File: config.mk
export PLATFORM = sky130hd
export DESIGN_NAME = plca_follower_rx
export DESIGN_NICKNAME = d
export VERILOG_FILES = /design/src/rtl/plca_follower_rx.sv
export SDC_FILE = /design/constraint.sdc
export NUM_CORES = 1
export LEC_CHECK = 0
export ABC_AREA = 1
export BUFFER_PORTS_ARGS = -buffer_cell sky130_fd_sc_hd__buf_2
export CORE_ASPECT_RATIO = 0.9
export CORE_MARGIN = 1
export CORE_UTILIZATION = 50
export CTS_CLUSTER_DIAMETER = 30
export DETAILED_ROUTE_END_ITERATION = 7
export GPL_ROUTABILITY_DRIVEN = 1
export PLACE_DENSITY_LB_ADDON = 0.15
export REMOVE_ABC_BUFFERS = 1
export SYNTH_ARGS = -nofsm -noshare
export SYNTH_HDL_FRONTEND = slang
export SYNTH_SLANG_ARGS = --single-unit
File: constraint.sdc
create_clock -name clk -period 4.8 [get_ports clk]
set_input_delay 0.24 -clock clk [delete_from_list [all_inputs] [get_ports clk]]
set_output_delay 0.24 -clock clk [all_outputs]
set_load 0.05 [all_outputs]
File: src/rtl/plca_follower_rx.sv
// PLCA follower receive side: tracks BEACONs from the coordinator and steps the
// transmit-opportunity ID, flagging the local node's own opportunity.
module plca_follower_rx #(
   parameter int NODE_ID        = 1,
   parameter int NODE_COUNT     = 8,
   parameter int TO_TIMER       = 32,
   parameter int BEACON_TIMEOUT = 4000
) (
   input  logic       clk,
   input  logic       reset_n,
   input  logic       rx_dv,
   input  logic       rx_er,
   input  logic [3:0] rxd,
   input  logic       crs,
   output logic [7:0] cur_id,
   output logic       my_to,
   output logic       beacon_det,
   output logic       plca_status
);

   localparam int TOW = (TO_TIMER > 2) ? $clog2(TO_TIMER) : 1;
   localparam int BTW = $clog2(BEACON_TIMEOUT + 1);
   localparam logic [TOW-1:0] TO_LAST = TOW'(TO_TIMER - 1);
   localparam logic [BTW-1:0] BT_LAST = BTW'(BEACON_TIMEOUT - 1);
   localparam logic [BTW-1:0] BT_TOP  = BTW'(BEACON_TIMEOUT);
   localparam logic [7:0]     NC      = 8'(NODE_COUNT);
   localparam logic [7:0]     NID     = 8'(NODE_ID);

   typedef enum logic [1:0] {
      RESYNC    = 2'd0,
      WAIT_TO   = 2'd1,
      RECEIVE   = 2'd2,
      CYCLE_END = 2'd3
   } state_t;

   state_t           state_q, state_d;
   logic [7:0]       cur_id_q, cur_id_d;
   logic [TOW-1:0]   to_cnt_q, to_cnt_d;
   logic [BTW-1:0]   bto_cnt_q, bto_cnt_d;
   logic             status_q, status_d;
   logic             beacon_det_q, beacon_det_d;
   logic             bcn_seen_q, bcn_seen_d;
   logic             beacon_dec;
   logic             beacon_end;
   logic [7:0]       next_id;

   assign beacon_dec = (!rx_dv) && rx_er && (rxd == 4'h3);
   assign beacon_end = bcn_seen_q && !beacon_dec;
   assign next_id    = cur_id_q + 8'd1;

   // Next-state logic: BEACON end, then sync loss, then the opportunity walk.
   always_comb begin
      state_d      = state_q;
      cur_id_d     = cur_id_q;
      to_cnt_d     = to_cnt_q;
      bto_cnt_d    = bto_cnt_q;
      status_d     = status_q;
      beacon_det_d = 1'b0;
      bcn_seen_d   = beacon_dec;
      if (beacon_end) begin
         state_d      = WAIT_TO;
         cur_id_d     = 8'd0;
         to_cnt_d     = '0;
         bto_cnt_d    = '0;
         status_d     = 1'b1;
         beacon_det_d = 1'b1;
      end else if (status_q && (bto_cnt_q == BT_LAST)) begin
         state_d   = RESYNC;
         cur_id_d  = 8'd0;
         to_cnt_d  = '0;
         bto_cnt_d = BT_TOP;
         status_d  = 1'b0;
      end else begin
         if (status_q && (bto_cnt_q != BT_TOP)) begin
            bto_cnt_d = bto_cnt_q + BTW'(1);
         end else begin
            bto_cnt_d = bto_cnt_q;
         end
         case (state_q)
            RESYNC: begin
               cur_id_d = 8'd0;
               to_cnt_d = '0;
            end
            WAIT_TO: begin
               // Carrier wins over an expiring opportunity in the same clock.
               if (crs) begin
                  state_d  = RECEIVE;
                  to_cnt_d = '0;
               end else if (to_cnt_q == TO_LAST) begin
                  to_cnt_d = '0;
                  cur_id_d = next_id;
                  state_d  = (next_id == NC) ? CYCLE_END : WAIT_TO;
               end else begin
                  to_cnt_d = to_cnt_q + TOW'(1);
               end
            end
            RECEIVE: begin
               if (!crs) begin
                  to_cnt_d = '0;
                  cur_id_d = next_id;
                  state_d  = (next_id == NC) ? CYCLE_END : WAIT_TO;
               end else begin
                  to_cnt_d = '0;
               end
            end
            CYCLE_END: begin
               cur_id_d = NC;
               to_cnt_d = '0;
            end
            default: begin
               state_d  = RESYNC;
               cur_id_d = 8'd0;
               to_cnt_d = '0;
            end
         endcase
      end
   end

   // State and counter registers with synchronous active-low reset.
   always_ff @(posedge clk) begin
      if (!reset_n) begin
         state_q      <= RESYNC;
         cur_id_q     <= 8'd0;
         to_cnt_q     <= '0;
         bto_cnt_q    <= '0;
         status_q     <= 1'b0;
         beacon_det_q <= 1'b0;
         bcn_seen_q   <= 1'b0;
      end else begin
         state_q      <= state_d;
         cur_id_q     <= cur_id_d;
         to_cnt_q     <= to_cnt_d;
         bto_cnt_q    <= bto_cnt_d;
         status_q     <= status_d;
         beacon_det_q <= beacon_det_d;
         bcn_seen_q   <= bcn_seen_d;
      end
   end

   assign cur_id      = cur_id_q;
   assign beacon_det  = beacon_det_q;
   assign plca_status = status_q;
   assign my_to       = (state_q == WAIT_TO) && (cur_id_q == NID);

endmodule

==> results.md <==
- Status: finished clean
- CP max-delay cell: dfxtp_1
- Largest net degree at the start of global routing: 17
- Initial antenna violation count: 0
- TritonCTS Buffers: 5
- Worst setup SP type: flip-flop
- Antenna-violating nets left: 0
- Accumulated negative setup slack: 0 ps
- CP max FO: 6
- Die Y: around 59 um
- Antenna diode instance count: 0
- HP Class: input port to flip-flop
- Vias per inst: 5.07
- Worst setup EP type: flip-flop
- HPWL after detailed placement: 2740 um
- Internal cell power: 414 uW
- CTS root buf: clkbuf_8
- Hold Path End: bcn_seen_q
- First-pass GRT wire length: approximately 6200 um
- R2R setup slack: just under 3000 ps
- EDFF count, synth: 0
- Initial DRC count: 121
- Fmax: 548 MHz
- Worst reg2reg endpoint: cur_id[7]
- Syn_area_per_cell: 6.83 um^2
- Via count: 1703
- Top-area cell type share of the netlist area: between 30% and 40%
- Slew Limit Fails: 0
- Number of global-route vias before repair: 1420
- # fillers: 323
- Synth async-reset ratio: 0%
- I/O pin cnt: 20
- I/O Buffers: 19
- CP cell instances: ha_1 > and3_1 > ha_1 > inv_1 > o21ai_2 > nand2_1 > nor2_1 > nand3_1 > a21oi_2
- Clock Path Buffers: 2
- Hold buffers post-CTS: 0
- Initial Util: 53.4%
- Worst-margin pin slew: between 300 and 400 ps
- Synthesized cell area: 1830 um^2
- Switch share: 30.7%
- Max Cap Violations: 0
- Layout cells sized above 1: 16.1%
- R2R cell count: 9
- Final nets: 312
- Clock latency on the worst-skew pair: between 200 and 300 ps
- Critical register-to-register path startpoint: to_cnt_q[0]
- Cell Rows: 20
- Post-synthesis sequential area ratio: 32.8%
- Yosys warning count: 0
- Global route overflow: 0
- Clk pwr share: about 35%
- P&R area growth vs syn: 11.7%
- Cells after DPL: 328
- CP Class: flip-flop to flip-flop
- Slew HR: between 70% and 80%
- Area contributors post-synth: dfxtp_1 (33%), nand2_1 (14%), ha_1 (8.2%)
- Hold Startpoint: rx_dv
- Final Instance Count excl. Fillers: 336
- CTS tree: built
- RSZ-0062 raised after global routing: no
- Count of different cell masters after synthesis: 30
- Cell mode on critical path: ha_1
- Post-CTS sizing: 0
- WHS Path Cells: 4
- Mapped Cells: about 270
- P_sw: around 180 uW
- Main synth FF type: dfxtp_1
- Area leader, netlist: dfxtp_1
- Routability Congestion: 0.880
- Max stage delay on crit path: around 350 ps
- Num Clock Sinks: 30
- Maximum vdd drop: 0.000163 V
- Pwr per Cell Area: 292 nW/um^2
- Utilization after layout: 59.6%
- CTS H-Tree Depth: 2
- DRC: 0
- Setup violators final: 0
- Wire per inst: ~11 um
- WP data required: 5020 ps
- Sequential share of power: 45.3%
- Combinational Power Share: 19.2%
- P_leak: 0.000865 uW
- CP Data Arrival Time: 2050 ps
- Core ar.: 3430 um^2
- Worst Clk Skew: 7.50 ps
- #FFs+latches synth: 30
- Overall routing resource usage: 21.0%
- Post-Route WL: 3670 um
- Die X: 65.8 um
- Post-CTS Setup Bufs: 0
- Area of the die: 3910 um^2
- Tcrit/Tclk final: 38.0%
- Initial DRT Pass Iterations: 4
- Fin crit period: ~1800 ps
- Worst-path clk slew: ~70 ps
- Final Hold Viols: 0
==> layout by cell type, fill, tap and decap left out <==
cell and count:
nor2_4 1, clkbuf_8 6, xnor2_1 1, nand2_4 1
nand3_2 1, clkinv_2 1, o21bai_1 3, o21ai_2 1
o21ai_0 6, nand3_1 18, a21oi_1 10, dfxtp_1 30
nor4_1 1, clkbuf_1 1, nor2_2 2, nand3b_1 1
o22ai_1 1, inv_1 39, a21oi_2 9, or2_2 2
and3_1 1, xor2_1 5, nand4_1 9, inv_2 2
o21a_1 1, nor2_1 33, nand2_1 67, o21ai_1 1
nand2_2 2, nor3_1 5, buf_2 19, ha_1 12
==> cell families (layout without fill, tap and decap cells) <==
kind of cell | count (synthesis) | after routing | synth area share, %
AND/OR/NAND/NOR | 144 | 144 | 34.8
flip-flops | 30 | 30 | 32.8
adder cells (fa/ha/maj) | 12 | 12 | 8.20
XOR/XNOR | 6 | 6 | 2.87
AO/OA/AOI/OAI | 32 | 32 | 11.4
buffers and inverters | 44 | 68 | 9.91
==> state kept, by name (all words and copies together), names as in the netlist <==
signal / cells
cur_id: 8
bcn_seen_q: 1
to_cnt_q: 5
bto_cnt_q: 12
beacon_det: 1
state_q: 2
plca_status: 1
==> power by group through the flow <==
stage          combinational, uW  clock (uW)  sequential, uW
2_1_floorplan               75.3           0             287
3_3_place_gp                 113           0             276
3_5_place_dp                 115           0             276
4_1_cts                      116         219             271
5_1_grt                      132         228             273
6_report                     115         212             271
==> layout make-up <==
cell class	count	area [um^2]	share of cell area (%)
Multi-Input combinational cell	194	1050	51.3
Inverter	41	154	7.53
Clock buffer	7	86.3	4.22
Clock inverter	1	5.00	0.245
Sequential cell	30	601	29.4
Tap cell	44	55.1	2.69
Timing Repair Buffer	19	95.1	4.65
==> Yosys cell counts (all sizes together) (2+ instances only) <==
master	n
a21oi	19
buf	3
dfxtp	30
ha	12
inv	41
nand2	70
nand3	19
nand4	9
nor2	36
nor3	5
o21ai	8
o21bai	3
or2	2
xor2	5
==> worst max-delay path: cells and delay by family (launching register included) <==
kind,cells,cell delay (ps)
AOI/OAI and AO/OA,2,290
adders and majority gates,2,340
buffers and inverters,1,50
DFF,1,350
and+or+nand+nor,4,750
==> worst max path at each step <==
stage | cells past startpoint | endpoint | from
6_report | 9 | cur_id[7] | to_cnt_q[0]
5_1_grt | 9 | cur_id[2] | to_cnt_q[0]
4_1_cts | 9 | cur_id[2] | to_cnt_q[0]
3_5_place_dp | 9 | cur_id[2] | to_cnt_q[0]
3_3_place_gp | 9 | cur_id[2] | to_cnt_q[0]
2_1_floorplan | 3 | my_to | cur_id[0]
==> per-stage QoR <==
step | worst slack, ps | total power, uW | area [um^2] | hold WS, ps
global route | 2790 | 633 | 2040 | 280
detailed placement | 2970 | 392 | 1950 | 440
floorplan | 2080 | 362 | 1800 | 379
finish | 2970 | 597 | 2040 | 243
CTS | 2930 | 605 | 2040 | 245
global placement | 3000 | 390 | 1950 | 429
==> metal layers <==
| metal | GRT usage (%) | vias up | routed length [um] | part of all wire (%) |
|---|---|---|---|---|
| li1 | - | 900 | - | - |
| met1 | 29.6 | 743 | 1880 | 51 |
| met2 | 31.2 | 55 | 1510 | 41 |
| met3 | 4.62 | 5 | 225 | 6.1 |
| met4 | 7.45 | 0 | 57 | 1.6 |
| met5 | 0 | - | 0 | 0 |
Power figures use the tool's default switching activity.
